### config.mk
export PLATFORM = sky130hd
export DESIGN_NAME = cordic_fft_sequencer
export DESIGN_NICKNAME = d
export VERILOG_FILES = /design/src/rtl/cordic_fft_sequencer.sv
export SDC_FILE = /design/constraint.sdc
export NUM_CORES = 2
export LEC_CHECK = 0
export ABC_AREA = 1
export BUFFER_PORTS_ARGS = -buffer_cell sky130_fd_sc_hd__buf_2
export CAP_MARGIN = 20
export CORE_AREA = 2 2 434 436
export CTS_BUF_LIST = sky130_fd_sc_hd__clkbuf_4
export CTS_CLUSTER_SIZE = 25
export DETAILED_ROUTE_END_ITERATION = 12
export DIE_AREA = 0 0 436 438
export PLACE_DENSITY = 0.54
export REMOVE_ABC_BUFFERS = 1
export SETUP_SLACK_MARGIN = 0.5
export SYNTH_ARGS = -nofsm -noshare
export SYNTH_HDL_FRONTEND = slang
export SYNTH_SLANG_ARGS = --single-unit
### constraint.sdc
create_clock -name clock -period 75.1 [get_ports clock]
set_input_delay 0 -clock clock [delete_from_list [all_inputs] [get_ports clock]]
set_output_delay 0 -clock clock [all_outputs]
set_load 0.02 [all_outputs]
### src/rtl/cordic_fft_sequencer.sv
// rtl/cordic_fft_sequencer.sv - frame sequencer between the sample streams and the 16-point CORDIC FFT core
module cordic_fft_sequencer #(
    parameter int FFT_LATENCY = 40
) (
    input  logic         clock,
    input  logic         reset,
    input  logic         flush,
    input  logic         in_valid,
    output logic         in_ready,
    input  logic [15:0]  in_x,
    input  logic [15:0]  in_y,
    input  logic         in_last,
    output logic [255:0] fft_xin,
    output logic [255:0] fft_yin,
    input  logic [255:0] fft_xout,
    input  logic [255:0] fft_yout,
    output logic         out_valid,
    input  logic         out_ready,
    output logic [15:0]  out_x,
    output logic [15:0]  out_y,
    output logic [3:0]   out_index,
    output logic         out_last,
    output logic         busy,
    output logic         frame_err,
    output logic [7:0]   frame_count
);

    typedef enum logic [1:0] {S_IDLE, S_LOAD, S_WAIT, S_UNLOAD} state_t;

    localparam logic [7:0] WAIT_INIT = 8'(FFT_LATENCY - 1);

    state_t         r_state;
    state_t         w_next;
    logic [3:0]     r_wr_idx;
    logic [3:0]     r_rd_idx;
    logic [7:0]     r_wait_cnt;
    logic [255:0]   r_xin;
    logic [255:0]   r_yin;
    logic [255:0]   r_xres;
    logic [255:0]   r_yres;
    logic           r_frame_err;
    logic [7:0]     r_frame_count;

    logic           w_flush;
    logic           w_accept;
    logic           w_take;
    logic           w_capture;

    // Flush outranks both handshakes, so a sample or bin presented alongside it is dropped.
    assign w_flush   = flush && (r_state != S_IDLE);
    assign w_accept  = (r_state == S_LOAD) && in_valid && !w_flush;
    assign w_take    = (r_state == S_UNLOAD) && out_ready && !w_flush;
    assign w_capture = (r_state == S_WAIT) && (r_wait_cnt == 8'd0) && !w_flush;

    always_ff @(posedge clock or posedge reset) begin
        if (reset) begin
            r_state <= S_IDLE;
        end else begin
            r_state <= w_next;
        end
    end

    always_comb begin
        w_next = r_state;
        if (w_flush) begin
            w_next = S_LOAD;
        end else begin
            case (r_state)
                S_IDLE:   w_next = S_LOAD;
                S_LOAD:   if (w_accept && r_wr_idx == 4'd15) w_next = S_WAIT;
                S_WAIT:   if (r_wait_cnt == 8'd0) w_next = S_UNLOAD;
                S_UNLOAD: if (w_take && r_rd_idx == 4'd15) w_next = S_LOAD;
                default:  w_next = S_IDLE;
            endcase
        end
    end

    always_ff @(posedge clock or posedge reset) begin
        if (reset) begin
            r_wr_idx      <= 4'd0;
            r_rd_idx      <= 4'd0;
            r_wait_cnt    <= 8'd0;
            r_xin         <= '0;
            r_yin         <= '0;
            r_xres        <= '0;
            r_yres        <= '0;
            r_frame_err   <= 1'b0;
            r_frame_count <= 8'd0;
        end else if (w_flush) begin
            r_wr_idx <= 4'd0;
            r_rd_idx <= 4'd0;
        end else begin
            if (w_accept) begin
                r_xin[{r_wr_idx, 4'd0} +: 16] <= in_x;
                r_yin[{r_wr_idx, 4'd0} +: 16] <= in_y;
                r_wr_idx <= r_wr_idx + 4'd1;
                // Framing is by count; a misplaced in_last only raises the sticky flag.
                if (in_last != (r_wr_idx == 4'd15)) begin
                    r_frame_err <= 1'b1;
                end
                if (r_wr_idx == 4'd15) begin
                    r_wait_cnt <= WAIT_INIT;
                end
            end
            if (r_state == S_WAIT && r_wait_cnt != 8'd0) begin
                r_wait_cnt <= r_wait_cnt - 8'd1;
            end
            if (w_capture) begin
                r_xres   <= fft_xout;
                r_yres   <= fft_yout;
                r_rd_idx <= 4'd0;
            end
            if (w_take) begin
                r_rd_idx <= r_rd_idx + 4'd1;
                if (r_rd_idx == 4'd15) begin
                    r_frame_count <= r_frame_count + 8'd1;
                end
            end
        end
    end

    assign in_ready    = (r_state == S_LOAD);
    assign out_valid   = (r_state == S_UNLOAD);
    assign busy        = (r_state == S_WAIT) || (r_state == S_UNLOAD);
    assign out_index   = r_rd_idx;
    assign out_last    = (r_state == S_UNLOAD) && (r_rd_idx == 4'd15);
    assign out_x       = r_xres[{r_rd_idx, 4'd0} +: 16];
    assign out_y       = r_yres[{r_rd_idx, 4'd0} +: 16];
    assign fft_xin     = r_xin;
    assign fft_yin     = r_yin;
    assign frame_err   = r_frame_err;
    assign frame_count = r_frame_count;

endmodule

# == After elaboration in Yosys (flattened, before gate mapping) ==
# Cells that the tools add are included.
# Widths: inputs -> output; s select.
# classes
n_addsub,5
bitwise,1
n_eq_ne,9
reduce_logical,27
n_mux,15
shift,5
# op_table
operator,n
$bwmux 256,2
$shiftx 16x10->256,2
$shiftx 256x9->16,2
$shift 16x10->256 const A,1
$mux 8,3
$mux 4,5
$reduce_and 3->1,4
$logic_and 1x1->1,11
$neg 8->10,1
$add 4x1->4 const B,2
$add 8x1->8 const B,1
$eq 4x4->1 const B,2
$logic_not 8->1,1
$mux 2,4
$pmux 2 s4,1
$reduce_bool 2->1,4
$reduce_bool 8->1,1
$sub 8x1->8 const B,1
$ne 3x1->1 const B,2
$eq 2x2->1 const B,2
$reduce_and 2->1,2
$ne 3x2->1 const B,1
$reduce_bool 3->1,1
$eq 2x1->1 const B,1
other kinds (5),5
# word_totals
word_cells,72
out_inout_bits,561
register_bits,1051

# == Depth between registers and ports, before layout ==
# logic_depth
ltp_word,8
ltp_mapped,14

# == Worst setup path before layout ==
# No wires, ideal clock.
# synth_timing
path_kind,reg-to-reg
from,reg r_wr_idx[0]
to,"reg r_yin[87], in the netlist fft_yin[87]"
n_path_buf,4
required_ns,74.974
slack_ns,72.763
stages_incl_launch_ff,11
t_arrival_ns,2.210
cell_sequence,dfrtp_1 -> inv_2 -> buf_2 -> buf_1 -> ha_1 -> inv_1 -> clkbuf_1 -> clkbuf_1 -> nor3_1 -> inv_1 -> o21ai_0
# synth_between
elab_chain_cells,3
elab_cells_between_ends,4
# synth_rtl
item,line_no,rtl
"start, declared",34,logic [3:0] r_wr_idx;
"start signal, assigned",96,r_wr_idx <= r_wr_idx + 4'd1;
$neg 8->10 (*),95,"r_yin[{r_wr_idx, 4'd0} +: 16] <= in_y;"
$shiftx 16x10->256 or $shift 16x10->256 (tied branches),95,
$bwmux 256 (*),95,
"end signal, assigned by index",95,
"end, declared",38,logic [255:0] r_yin;
# Every way passes the cells marked *; elsewhere a longest branch is shown, timed or not.
# A chain may end at the register's enable or synchronous reset.

# == Worst setup path in the final report ==
# layout_timing
from,reg r_state[0]
to,reg r_xres[159]
# layout_between
elab_chain_cells,5
elab_cells_between_ends,8
# layout_rtl
item,line_no,rtl
"start, declared",32,state_t r_state;
"start signal, assigned",59,r_state <= w_next;
$reduce_bool 2->1,50,assign w_flush = flush && (r_state != S_IDLE);
$logic_and 1x1->1,50,
$logic_not 1->1,53,assign w_capture = (r_state == S_WAIT) && (r_wait_cnt == 8'd0) && !w_flush;
$logic_and 1x1->1,53,
$reduce_and 2->1 (no source line) (*),-,
"end signal, assigned",109,r_xres <= fft_xout;
"end, declared",39,logic [255:0] r_xres;
# Marked as above.

==> impl_metrics.tcl <==
set metrics [dict create \
    portBuffers 1110 \
    ys_types 34 \
    setup_viol_count_final 0 \
    place_area_um2 53300 \
    drt_first_pass_iters 9 \
    cts.sinks 1051 \
    utilization 0.390 \
    cp_num_cells 12 \
    cts_buffers 312 \
    vias 51500 \
    fin_ws_ps 69670 \
    netlist_area_um2 45600 \
    antenna_found_initial 38 \
    ys_seq_area_frac 0.577 \
    synth_cells 5504 \
    crit_chain "inv_1 -> ha_1 -> inv_1 -> nand2_2 -> nand3_4 -> buf_12 -> buf_4 -> buf_4 -> buf_12 -> nor2_1 -> dlygate4sd3_1 -> a21oi_1" \
    slowest_delay_ps 920 \
    drc 0 \
    dp_worst_setup_slack_ps 70370 \
    cts_tree "done" \
    cp_max_fo 238 \
    cts_setup_buffers 0 \
    dieWidth_um 436 \
    rsz0062_at_grt "false" \
    layout-drive-gt1-share 0.202 \
    ctsResizeCount 0 \
    r2r_end "r_xres[159]" \
    fin_cells 10900 \
    ant_nets 0 \
    place.gp.congestion 0.857 \
    grt-busiest-layer "met2" \
    die_area_um2 191000 \
    endpoint "r_xres[159]" \
    grt_pass1_vias 53400 \
    crit_path_end_kind "register" \
    power_leakage_nw 38.2 \
    power_mw 1.98 \
    skew_ps 123 \
    cp.required_ps 76250 \
    met3_usage 0.0600 \
    slowest_stage "buf_4" \
    hold_class "in -> reg" \
    hold_viol_final 0 \
    met2_usage 0.387 \
    yosysWarningCount 0 \
    area_delta_synth_final_pct 59.8 \
    dpl.hpwl_um 130000 \
    finalCriticalPeriod_ps 5430 \
    start_util 0.244 \
    grt_max_degree 239 \
    cts_max_level 5 \
    core-area_um2 187000 \
    max-vdd-ir-drop_mv 0.0232 \
    grtUsageMet1 0.253 \
    fillers 18100 \
    cts-root-buf "clkbuf_4" \
    syn-mean-instance-area_um2 8.28 \
    critical_path_class "reg -> reg" \
    ff2ff_path_depth 12 \
    clockBufferDepth 4 \
    clock_latency_ps 1280 \
    clock.fmax_mhz 184 \
    gr-total-overflow 0 \
    track_usage 0.228 \
    final_common_cell "nand2_1" \
    final_cell_mix "nand2_1 (1789), dlygate4sd3_1 (1566), buf_2 (1110)" \
    rr_startpoint "r_state[0]" \
    post_drt_wl_per_cell_um 20.3 \
    critPathLaunch "r_state[0]" \
    ys_seq_elements 1051 \
    hold-worst-slack_ps 160 \
    dpl.cell_count 8823 \
    path_buf_inv 7 \
    maxSlewViolCount 0 \
    min-delay-start "fft_yout[214]" \
    drt_wl_total_um 222000 \
    final_area_um2 72800 \
    clk_pin_slew_ps 70 \
    die_h_um 438 \
    relSlewSlack 0.281 \
    outcome "finished clean" \
    crit_arrival_ps 6570 \
    rows 159 \
    drt_iter0_drc 5168 \
    power_density_nw_per_um2 27.3 \
    min_period_over_period 0.0723 \
    r2r_slack_ps 69670 \
    vias_per_cell 4.71 \
    critPathLaunchType "register" \
    fin_setup_tns_ps 0 \
    grt_pass1_wl_um 331000 \
    max_cap_viol_count 0 \
    cp_top_family "buffers and inverters" \
    cts.hold.buffers_added 1567 \
    io-pin-count 1111 \
    nets 8773 \
    tightest_slew_ps 1080 \
]
## state kept, by name, indices dropped and copies added (netlist names)
register and cells:
r_state 2, out_index 4, r_xres 256, r_yres 256
frame_err 1, r_wr_idx 4, fft_xin 256, fft_yin 256
r_wait_cnt 8, frame_count 8
## worst reg2reg max path, cell delays in order, from the launching register on
cell and delay (ps):
dfrtp_1 400, inv_1 90, ha_1 250, inv_1 80, nand2_2 130, nand3_4 650
buf_12 660, buf_4 1200, buf_4 670, buf_12 340, nor2_1 100, dlygate4sd3_1 580
a21oi_1 150
## cell type report
type	instances	area, um2	area share
sequential	1051	26300	0.361
timing repair buffer	2725	21700	0.298
multi-input combinational	3475	15400	0.212
clock buffer	457	3430	0.0471
tap	2495	3120	0.0429
inverter	646	2440	0.0335
clock inverter	60	302	0.00414
antenna	30	75.1	0.00103
## power by group
group | total (mW) | internal, mW | leakage (nW) | switching [mW]
Clock | 0.548 | 0.283 | 2.26 | 0.265
Sequential | 0.810 | 0.713 | 14.0 | 0.0969
Combinational | 0.627 | 0.214 | 21.9 | 0.412
Total | 1.98 | 1.21 | 38.2 | 0.774
## routing by layer
metal | wire length, um | vias up
li1 | - | 22900
met3 | 18800 | 940
met4 | 14700 | 16
met2 | 109000 | 3171
met1 | 79200 | 24500
met5 | 149 | -
## cell families (layout without fill, tap and decap cells)
family                   count (synthesis)  in the layout  share of synthesized area
AO/OA/AOI/OAI                         1169           1169                      0.131
XOR/XNOR                                10             10                    0.00192
adder cells (fa/ha/maj)                 12             12                    0.00329
buffers and inverters                  978           3888                     0.0866
flip-flops                            1051           1051                      0.577
other                                    0             30                          0
AND/OR/NAND/NOR                       2284           2284                      0.200
## worst min-delay path by stage
stage	end	slack, ps	cells past startpoint
after floorplan	fft_xin[160]	120	2
after global placement	frame_count[2]	160	2
after detailed placement	frame_count[2]	170	2
after CTS	r_yres[86]	0.7	5
after global routing	r_yres[214]	30	5
final	r_yres[214]	160	5
## synth_stat cells, drive strengths merged
library cell | number | share of area
or2 | 1 | 0.00014
o22ai | 2 | 0.00027
dfrtp | 1051 | 0.58
clkbuf | 141 | 0.012
a21oi | 265 | 0.029
nand3 | 171 | 0.020
nand3b | 1 | 0.00016
nand4 | 21 | 0.0029
o21bai | 1 | 0.00016
nor2 | 218 | 0.020
o21ai | 853 | 0.094
o211ai | 48 | 0.0079
xor2 | 5 | 0.00096
clkinv | 3 | 0.00025
buf | 191 | 0.022
inv | 643 | 0.053
and3 | 1 | 0.00014
xnor2 | 5 | 0.00096
ha | 12 | 0.0033
nand2 | 1808 | 0.15
nor3 | 63 | 0.0069
Power figures use the tool's default switching activity.
